<file path="src/rtl/multicycle_control_unit.sv">
// Multicycle control unit for a small ARMv8 (LEGv8) integer subset.
//
// Sequences FETCH -> EXEC -> (MEM -> WB) -> FETCH and drives a 32-bit datapath
// control word. The instruction register and the extended immediate k are captured
// in FETCH when instruction memory completes (mem_ready=1). Any opcode outside
// the supported set parks the FSM in HALT, which only reset can leave.
//
// Ports:
//   clock        rising-edge clock
//   reset        asynchronous, active-low
//   instruction  instruction-memory read data, sampled in FETCH
//   status       ALU flags {V,C,N,Z}, bit0 = Z; used combinationally in EXEC
//   mem_ready    memory handshake, high when the current access completes
//   k            registered extended immediate (DATA_WIDTH bits)
//   controlWord  datapath control word
//   state        FETCH=0, EXEC=1, MEM=2, WB=3, HALT=4
//   halted       high while in HALT
module multicycle_control_unit #(
  parameter int unsigned DATA_WIDTH   = 64,
  parameter bit          ENABLE_BCOND = 1'b1
) (
  input  logic                  clock,
  input  logic                  reset,
  input  logic [31:0]           instruction,
  input  logic [3:0]            status,
  input  logic                  mem_ready,
  output logic [DATA_WIDTH-1:0] k,
  output logic [31:0]           controlWord,
  output logic [2:0]            state,
  output logic                  halted
);

  typedef enum logic [2:0] {
    StFetch = 3'd0,
    StExec  = 3'd1,
    StMem   = 3'd2,
    StWb    = 3'd3,
    StHalt  = 3'd4
  } state_e;

  typedef enum logic [3:0] {
    OpR, OpI, OpLdur, OpStur, OpB, OpCbz, OpCbnz, OpBcond, OpIll
  } op_e;

  // Field order from MSB (IL, bit 31) down to DA (bits 4:0).
  typedef struct packed {
    logic       il;
    logic       pcsel;
    logic       selb;
    logic       sl;
    logic [1:0] ps;
    logic       en_pc;
    logic       en_b;
    logic       en_alu;
    logic       en_mem;
    logic       wm;
    logic       wr;
    logic [4:0] fs;
    logic [4:0] sb;
    logic [4:0] sa;
    logic [4:0] da;
  } ctrl_t;

  localparam logic [10:0] OpcAdd   = 11'b10001011000;
  localparam logic [10:0] OpcSub   = 11'b11001011000;
  localparam logic [10:0] OpcAnd   = 11'b10001010000;
  localparam logic [10:0] OpcOrr   = 11'b10101010000;
  localparam logic [10:0] OpcLdur  = 11'b11111000010;
  localparam logic [10:0] OpcStur  = 11'b11111000000;
  localparam logic [9:0]  OpcAddi  = 10'b1001000100;
  localparam logic [9:0]  OpcSubi  = 10'b1101000100;
  localparam logic [9:0]  OpcAndi  = 10'b1001001000;
  localparam logic [9:0]  OpcOrri  = 10'b1011001000;
  localparam logic [5:0]  OpcB     = 6'b000101;
  localparam logic [7:0]  OpcCbz   = 8'b10110100;
  localparam logic [7:0]  OpcCbnz  = 8'b10110101;
  localparam logic [7:0]  OpcBcond = 8'b01010100;

  localparam logic [4:0] FsAnd   = 5'b00000;
  localparam logic [4:0] FsOrr   = 5'b00100;
  localparam logic [4:0] FsAdd   = 5'b01000;
  localparam logic [4:0] FsSub   = 5'b01001;
  localparam logic [4:0] FsPassB = 5'b01100;

  localparam logic [1:0] PsHold   = 2'b00;
  localparam logic [1:0] PsInc    = 2'b01;
  localparam logic [1:0] PsBranch = 2'b10;

  function automatic op_e decode_op(input logic [31:0] insn);
    if (insn[31:21] == OpcAdd || insn[31:21] == OpcSub ||
        insn[31:21] == OpcAnd || insn[31:21] == OpcOrr) begin
      return OpR;
    end
    if (insn[31:22] == OpcAddi || insn[31:22] == OpcSubi ||
        insn[31:22] == OpcAndi || insn[31:22] == OpcOrri) begin
      return OpI;
    end
    if (insn[31:21] == OpcLdur) return OpLdur;
    if (insn[31:21] == OpcStur) return OpStur;
    if (insn[31:26] == OpcB)    return OpB;
    if (insn[31:24] == OpcCbz)  return OpCbz;
    if (insn[31:24] == OpcCbnz) return OpCbnz;
    // With B.cond support disabled the encoding falls through to illegal.
    if (insn[31:24] == OpcBcond && ENABLE_BCOND) return OpBcond;
    return OpIll;
  endfunction

  // ALU function for R- and I-type arithmetic/logic ops; ADD/ADDI is the fallback.
  function automatic logic [4:0] decode_fs(input logic [31:0] insn);
    if (insn[31:21] == OpcSub || insn[31:22] == OpcSubi) return FsSub;
    if (insn[31:21] == OpcAnd || insn[31:22] == OpcAndi) return FsAnd;
    if (insn[31:21] == OpcOrr || insn[31:22] == OpcOrri) return FsOrr;
    return FsAdd;
  endfunction

  function automatic logic [DATA_WIDTH-1:0] ext_imm(input op_e op, input logic [31:0] insn);
    logic [DATA_WIDTH-1:0] imm;
    case (op)
      OpI:                    imm = {{(DATA_WIDTH-12){1'b0}}, insn[21:10]};
      OpLdur, OpStur:         imm = {{(DATA_WIDTH-9){insn[20]}}, insn[20:12]};
      OpB:                    imm = {{(DATA_WIDTH-26){insn[25]}}, insn[25:0]};
      OpCbz, OpCbnz, OpBcond: imm = {{(DATA_WIDTH-19){insn[23]}}, insn[23:5]};
      default:                imm = '0;
    endcase
    return imm;
  endfunction

  // Even condition codes test the base predicate, odd ones its inverse; 111x always.
  function automatic logic cond_holds(input logic [3:0] cond, input logic [3:0] flags);
    logic z, n, c, v, base;
    z = flags[0];
    n = flags[1];
    c = flags[2];
    v = flags[3];
    case (cond[3:1])
      3'b000:  base = z;
      3'b001:  base = c;
      3'b010:  base = n;
      3'b011:  base = v;
      3'b100:  base = c & ~z;
      3'b101:  base = (n == v);
      3'b110:  base = ~z & (n == v);
      default: base = 1'b1;
    endcase
    return (cond[3:1] == 3'b111) ? 1'b1 : (base ^ cond[0]);
  endfunction

  state_e                state_q, state_d;
  logic [31:0]           ir_q, ir_d;
  logic [DATA_WIDTH-1:0] k_q, k_d;
  ctrl_t                 cw;
  op_e                   ir_op, fetch_op;
  logic [4:0]            rd, rn, rm;

  assign ir_op    = decode_op(ir_q);
  assign fetch_op = decode_op(instruction);
  assign rd       = ir_q[4:0];   // Rd / Rt
  assign rn       = ir_q[9:5];
  assign rm       = ir_q[20:16];

  always_ff @(posedge clock or negedge reset) begin
    if (!reset) begin
      state_q <= StFetch;
      ir_q    <= '0;
      k_q     <= '0;
    end else begin
      state_q <= state_d;
      ir_q    <= ir_d;
      k_q     <= k_d;
    end
  end

  always_comb begin
    state_d = state_q;
    ir_d    = ir_q;
    k_d     = k_q;
    cw      = '0;
    case (state_q)
      StFetch: begin
        cw.il = 1'b1;
        if (mem_ready) begin
          ir_d    = instruction;
          k_d     = ext_imm(fetch_op, instruction);
          state_d = StExec;
        end
      end

      StExec: begin
        state_d = StFetch;
        unique case (ir_op)
          OpR, OpI: begin
            cw.da     = rd;
            cw.sa     = rn;
            cw.sb     = rm;
            cw.fs     = decode_fs(ir_q);
            cw.en_alu = 1'b1;
            cw.wr     = 1'b1;
            cw.ps     = PsInc;
            cw.selb   = (ir_op == OpI);
          end
          OpLdur, OpStur: begin
            // Address = Rn + k; PC is held until the memory access retires.
            cw.sa     = rn;
            cw.selb   = 1'b1;
            cw.fs     = FsAdd;
            cw.en_alu = 1'b1;
            cw.ps     = PsHold;
            if (ir_op == OpStur) cw.sb = rd;
            state_d   = StMem;
          end
          OpB: begin
            cw.ps = PsBranch;
          end
          OpCbz, OpCbnz: begin
            cw.sb     = rd;
            cw.fs     = FsPassB;
            cw.en_alu = 1'b1;
            // CBZ branches on Z=1, CBNZ on Z=0.
            cw.ps     = ((ir_op == OpCbz) == status[0]) ? PsBranch : PsInc;
          end
          OpBcond: begin
            cw.ps = cond_holds(ir_q[3:0], status) ? PsBranch : PsInc;
          end
          default: begin
            state_d = StHalt;
          end
        endcase
      end

      StMem: begin
        cw.en_mem = 1'b1;
        if (ir_op == OpStur) begin
          cw.wm = 1'b1;
          cw.sb = rd;
          // A store retires in MEM, so the PC advances on its completing cycle.
          if (mem_ready) begin
            cw.ps   = PsInc;
            state_d = StFetch;
          end
        end else if (mem_ready) begin
          state_d = StWb;
        end
      end

      StWb: begin
        cw.da     = rd;
        cw.wr     = 1'b1;
        cw.en_mem = 1'b1;
        cw.ps     = PsInc;
        state_d   = StFetch;
      end

      StHalt: begin
        state_d = StHalt;
      end

      default: begin
        state_d = StHalt;
      end
    endcase
  end

  assign k           = k_q;
  assign controlWord = cw;
  assign state       = state_q;
  assign halted      = (state_q == StHalt);

endmodule

</file>
<file path="config.mk">
export PLATFORM = sky130hd
export DESIGN_NAME = multicycle_control_unit
export DESIGN_NICKNAME = d
export VERILOG_FILES = /design/src/rtl/multicycle_control_unit.sv
export SDC_FILE = /design/constraint.sdc
export NUM_CORES = 1
export LEC_CHECK = 0
export BUFFER_PORTS_ARGS = -buffer_cell sky130_fd_sc_hd__buf_4
export CORE_UTILIZATION = 45
export DETAILED_ROUTE_END_ITERATION = 6
export HOLD_SLACK_MARGIN = 0.06
export PLACE_DENSITY = 0.79
export SLEW_MARGIN = 30
export SYNTH_ARGS = -nofsm -noshare
export SYNTH_HDL_FRONTEND = slang
export SYNTH_SLANG_ARGS = --single-unit
</file>
<file path="constraint.sdc">
create_clock -name clock -period 2 [get_ports clock]
set_clock_uncertainty 0.15 [all_clocks]
set_input_delay 0.3 -clock clock [delete_from_list [all_inputs] [get_ports clock]]
set_output_delay 0.3 -clock clock [all_outputs]
set_load 0.005 [all_outputs]
</file>
# Word-level counts from Yosys, hierarchy flattened
# Cells that the tools add are included.
# totals
output_inout_bits	100
reg_bits	99
word_cells	261
# classes
reduce_logical	29
n_bitwise	4
mux	168
n_eq_ne	57
# ops
cell	count
$pmux W64 S4	1
$mux W4	43
$eq A11 B11 Y1 const B	12
$mux W1	97
$eq A10 B10 Y1 const B	8
$mux W5	11
$eq A4 B3 Y1 const B	8
$eq A8 B8 Y1 const B	4
$pmux W10 S3	1
$pmux W5 S2	2
$eq A4 B2 Y1 const B	4
$eq A8 B7 Y1 const B	2
$eq A3 B3 Y1 const B	5
$logic_or A1 B1 Y1	15
$eq A3 B2 Y1 const B	4
$eq A6 B3 Y1 const B	2
$mux W3	4
$pmux W3 S4	1
$reduce_or A6 Y1	2
$reduce_or A2 Y1	5
$eq A4 B1 Y1 const B	2
$pmux W2 S4	1
$pmux W1 S7	1
$eq A3 B1 Y1 const B	2
14 further kinds	21

# Depth between registers and ports, before layout
# logic_depth
word_depth	57
ltp_mapped	6
mapped_depth_nobuf	5

# Worst setup path before layout
# OpenSTA, ideal clock, no wires.
# synth_path
path_type	register -> output
from	register ir_q[2]
to	output port controlWord[27]
t_required_ns	1.550
path_buffers	1
setup_slack_ns	-0.119
arrival_ns	1.669
path_stages_with_launch	7
path_cell_list	dfrtp_1 -> clkbuf_1 -> mux4_2 -> xor2_1 -> nand2b_1 -> a211o_1 -> a21oi_1
# synth_between
elab_chain_len	9
# synth_lines
element	line	text
from (decl)	149	logic [31:0] ir_q, ir_d;
from (signal assigned)	168	ir_q <= ir_d;
$eq A3 B3 Y1 (tied with other cells)	135	case (cond[3:1])
$pmux W1 S7	135	
$mux W1	190	unique case (ir_op)
$mux W1	178	case (state_q)
$xor A1 B1 Y1	145	return (cond[3:1] == 3'b111) ? 1'b1 : (base ^ cond[0]);
$mux W1 (*)	145	
$mux W2 (*)	222	cw.ps = cond_holds(ir_q[3:0], status) ? PsBranch : PsInc;
$pmux W2 S4 (*)	190	
$pmux W2 S3 (*)	178	
to (decl)	28	output logic [31:0] controlWord,
# Every way passes the cells marked *; elsewhere a longest branch is shown, timed or not. The select of a mux whose other input is x is not followed.

# Worst setup path in the final report
# layout_path
from	register ir_q[27]
to	output port controlWord[26]
# layout_between
elab_chain_len	30
# layout_lines
element	line	text
$eq A10 B10 Y1	94	if (insn[31:22] == OpcAddi || insn[31:22] == OpcSubi ||
$logic_or A1 B1 Y1 (2 in series)	94	
$logic_or A1 B1 Y1	95	insn[31:22] == OpcAndi || insn[31:22] == OpcOrri) begin
$mux W4	94	
$mux W4	n/a	
$mux W4 (2 in series)	98	if (insn[31:21] == OpcLdur) return OpLdur;
$mux W4	94	
$mux W4 (2 in series)	99	if (insn[31:21] == OpcStur) return OpStur;
[... 11 more ...]	n/a	
$mux W4	99	
$mux W4	98	
$mux W4 (*)	94	
$eq A4 B3 Y1	190, 219	
$eq A1 B1 Y1	219	cw.ps = ((ir_op == OpCbz) == status[0]) ? PsBranch : PsInc;
$mux W2	219	
$pmux W2 S4	190	
$pmux W2 S3 (*)	178	
# Marks and branches as above.

==> impl_metrics.json <==
{
  "final_antenna_net_count": 0,
  "holdPathStages": 3,
  "power_density_mw_per_mm2": 810.7,
  "ff2ff_setup_slack_ns": 0.04,
  "slew_headroom": 0.5218,
  "htree_levels": 2,
  "period_needed_ns": 2.540,
  "clock_path_buffers": 2,
  "worstHoldEndpoint": "ir_q[1]",
  "synthArstFlopShare": 1.000,
  "finalHoldViolations": 0,
  "numCtsBuffers": 5,
  "dieArea_sq_mm": 0.008296,
  "antennaDiodeCount": 0,
  "chipWidth_um": 91.08,
  "core_area_sq_mm": 0.007687,
  "ys_seq_area_frac": 0.3854,
  "ff2ff_path_depth": 6,
  "gr-total-overflow": 0,
  "grt_use_total": 0.2652,
  "synth_edf_count": 0,
  "status": "complete, but fails checks",
  "cts_tree": "yes",
  "cp_data_arrival_time_ns": 2.09,
  "wl_um": 11560,
  "max-cap-violations": 0,
  "grt_pass1_vias": 3581,
  "hp-start": "instruction[1]",
  "clock_sinks": 55,
  "ir_drop_v": 0.0005189,
  "port_buffers": 132,
  "layout-drive-gt1-share": 0.4525,
  "wire_per_inst_um": 17.25,
  "nFillCells": 624,
  "worst_pin_slew_ns": 0.7173,
  "place_ws_ns": -0.3176,
  "clock_latency_ns": 0.32,
  "critPathRequiredTime_ns": 1.55,
  "syn_area_sq_mm": 0.003571,
  "grt_pass1_wl_um": 17530,
  "num_vias": 3734,
  "violations": "setup timing",
  "areaGrowthSynthToFinish_pct": 48.00,
  "ys_warn_count": 0,
  "synth.ff_latch_count": 55,
  "cts-root-buf": "clkbuf_8",
  "drc": 0,
  "clkTransAtPathRegs_ns": 0.11,
  "drtIter0Drc": 231,
  "vias_per_cell": 5.573,
  "antenna_found_initial": 0,
  "placementRows": 32,
  "post-dp-hpwl_um": 7725,
  "critPathMaxFanout": 4,
  "finalWeightedCongestion": 0.8325,
  "rsz0062_at_grt": "yes",
  "chipHeight_um": 91.08,
  "r2r_start": "ir_q[29]",
  "maxSlewViolCount": 0,
  "grt_max_degree": 56,
  "synth_cell_types": 53,
  "min_path_type": "primary input to flip-flop",
  "r2r-end": "state[2]",
  "first_pass_iters": 5,
  "fin_crit_sh": 1.270,
  "power_mw": 4.285,
  "syn_area_per_cell_sq_um": 8.625,
  "setup_violations": 24,
  "synth-main-ff-cell": "dfrtp_1",
  "critPathKind": "flip-flop to primary output",
  "layout.nets": 606,
  "end_kind": "primary output",
  "syn-instance-count": 414,
  "p_leak_nw": 2.688,
  "ios": 139,
  "cp-start-kind": "flip-flop",
  "start_util": 0.4645,
  "max_freq_mhz": 393.7,
  "worst_slack_ns": -0.5400
}
-- state kept, by name, summed over array words and instances (netlist names) --
signal and cells:
ir_q 26, k 26, state 3
-- cell families after synthesis --
kind of cell / count (synthesis) / share of synthesized area
other cells: 1 / 0.001050
buf+inv: 72 / 0.1258
xor+xnor: 4 / 0.009813
mux: 2 / 0.009110
flops: 55 / 0.3854
simple gates: 188 / 0.2723
compound gates: 92 / 0.1966
-- worst max-delay path, stage by stage, from the launching register on --
cell      delay [ns]
dfrtp_1         0.43
and4bb_2        0.28
and4_4          0.17
o21a_4          0.24
o31ai_2         0.36
o21ai_1         0.13
buf_4           0.15
-- synthesized netlist by cell type (4+ instances only) --
master / n / area [sq um]
nand2_1: 107 / 401.6
inv_1: 5 / 18.77
a22oi_1: 27 / 202.7
buf_2: 5 / 25.02
nand3b_1: 4 / 30.03
o21ai_0: 11 / 55.05
dfrtp_1: 55 / 1376
nor4b_1: 4 / 35.03
nor2_1: 10 / 37.54
nor3_1: 4 / 20.02
and2_1: 10 / 62.56
nor3b_1: 9 / 67.56
nor2b_1: 6 / 37.54
buf_4: 46 / 345.3
a22o_1: 30 / 262.8
a21oi_1: 4 / 20.02
nand3_1: 4 / 20.02
nand2b_1: 6 / 37.54
clkbuf_1: 16 / 60.06
-- placed cells by master, fill, tap and decap left out, drive strengths merged, types with 2 or more instances in the layout --
cell type and n:
buf 200, nand2 107, dfrtp 55, a22o 30, a22oi 27, o21ai 11, nor2 11, and2 10
nor3b 9, dlygate4sd3 8, conb 6, nor2b 6, nand2b 6, inv 5, clkbuf 5, nor4b 5
nand3b 4, nand3 4, nor3 4, nor4 4, a21oi 4, nor4bb 3, xor2 3, o21a 3
a31oi 3, a311oi 2, nand4 2, a21o 2, nand4bb 2, and4bb 2, o31ai 2, a21boi 2
or4b 2, and4 2, clkinv 2
-- worst max path at each step --
stage	slack, ns	cells after the start	end	from
after global placement	-0.24	7	controlWord[13]	ir_q[24]
after global routing	-0.59	6	controlWord[26]	ir_q[2]
after floorplan	-0.05	6	controlWord[0]	ir_q[24]
final	-0.54	6	controlWord[26]	ir_q[27]
after detailed placement	-0.32	6	controlWord[4]	ir_q[28]
after CTS	-0.46	6	controlWord[27]	ir_q[2]
-- repair_timing --
item	in CTS	in global routing
pin swaps	19	8
endpoints found under the setup margin	24	25
gates resized for setup	35	23
setup buffers	9	7
hold endpoints to repair	62	0
hold buffers	8	0
gates cloned	0	0
-- report_power, final --
| group | total [mW] | internal, mW | switching [mW] | leakage (nW) |
|---|---|---|---|---|
| combinational | 1.86 | 0.928 | 0.932 | 1.91 |
| sequential | 1.66 | 1.39 | 0.277 | 0.718 |
| clock | 0.761 | 0.374 | 0.387 | 0.0581 |
| total | 4.28 | 2.69 | 1.60 | 2.69 |
-- cell type report --
| cell class | instances | area, sq um | share of cell area |
|---|---|---|---|
| tap | 102 | 127.6 | 0.02415 |
| inverter | 5 | 18.77 | 0.003551 |
| multi-input combinational | 292 | 1991 | 0.3767 |
| clock buffer | 5 | 68.82 | 0.01302 |
| sequential | 55 | 1380 | 0.2611 |
| clock inverter | 3 | 43.79 | 0.008286 |
| timing repair buffer | 208 | 1655 | 0.3132 |
-- stage by stage --
stage / cells / cell area [sq um] / hold WS, ns / util / TNS (ns)
3_5_place_dp: 638 / 4726 / 0.2473 / 0.6147 / -7.210
6_report: 670 / 5285 / 0.05998 / 0.6875 / -9.148
4_1_cts: 663 / 5114 / 0.06179 / 0.6652 / -8.512
2_1_floorplan: 419 / 3608 / -0.1456 / - / -0.2872
3_3_place_gp: 638 / 4726 / 0.2400 / 0.6147 / -5.354
5_1_grt: 670 / 5285 / 0.06041 / 0.6875 / -10.77
-- metal layers --
| layer | vias up | routed length (um) | track usage |
|---|---|---|---|
| li1 | 1715 | - | - |
| met1 | 1813 | 4747 | 0.3392 |
| met2 | 185 | 5773 | 0.4577 |
| met3 | 21 | 855 | 0.05193 |
| met4 | 0 | 179 | 0.07011 |
| met5 | - | 0 | 0 |
Power figures use the tool's default switching activity.
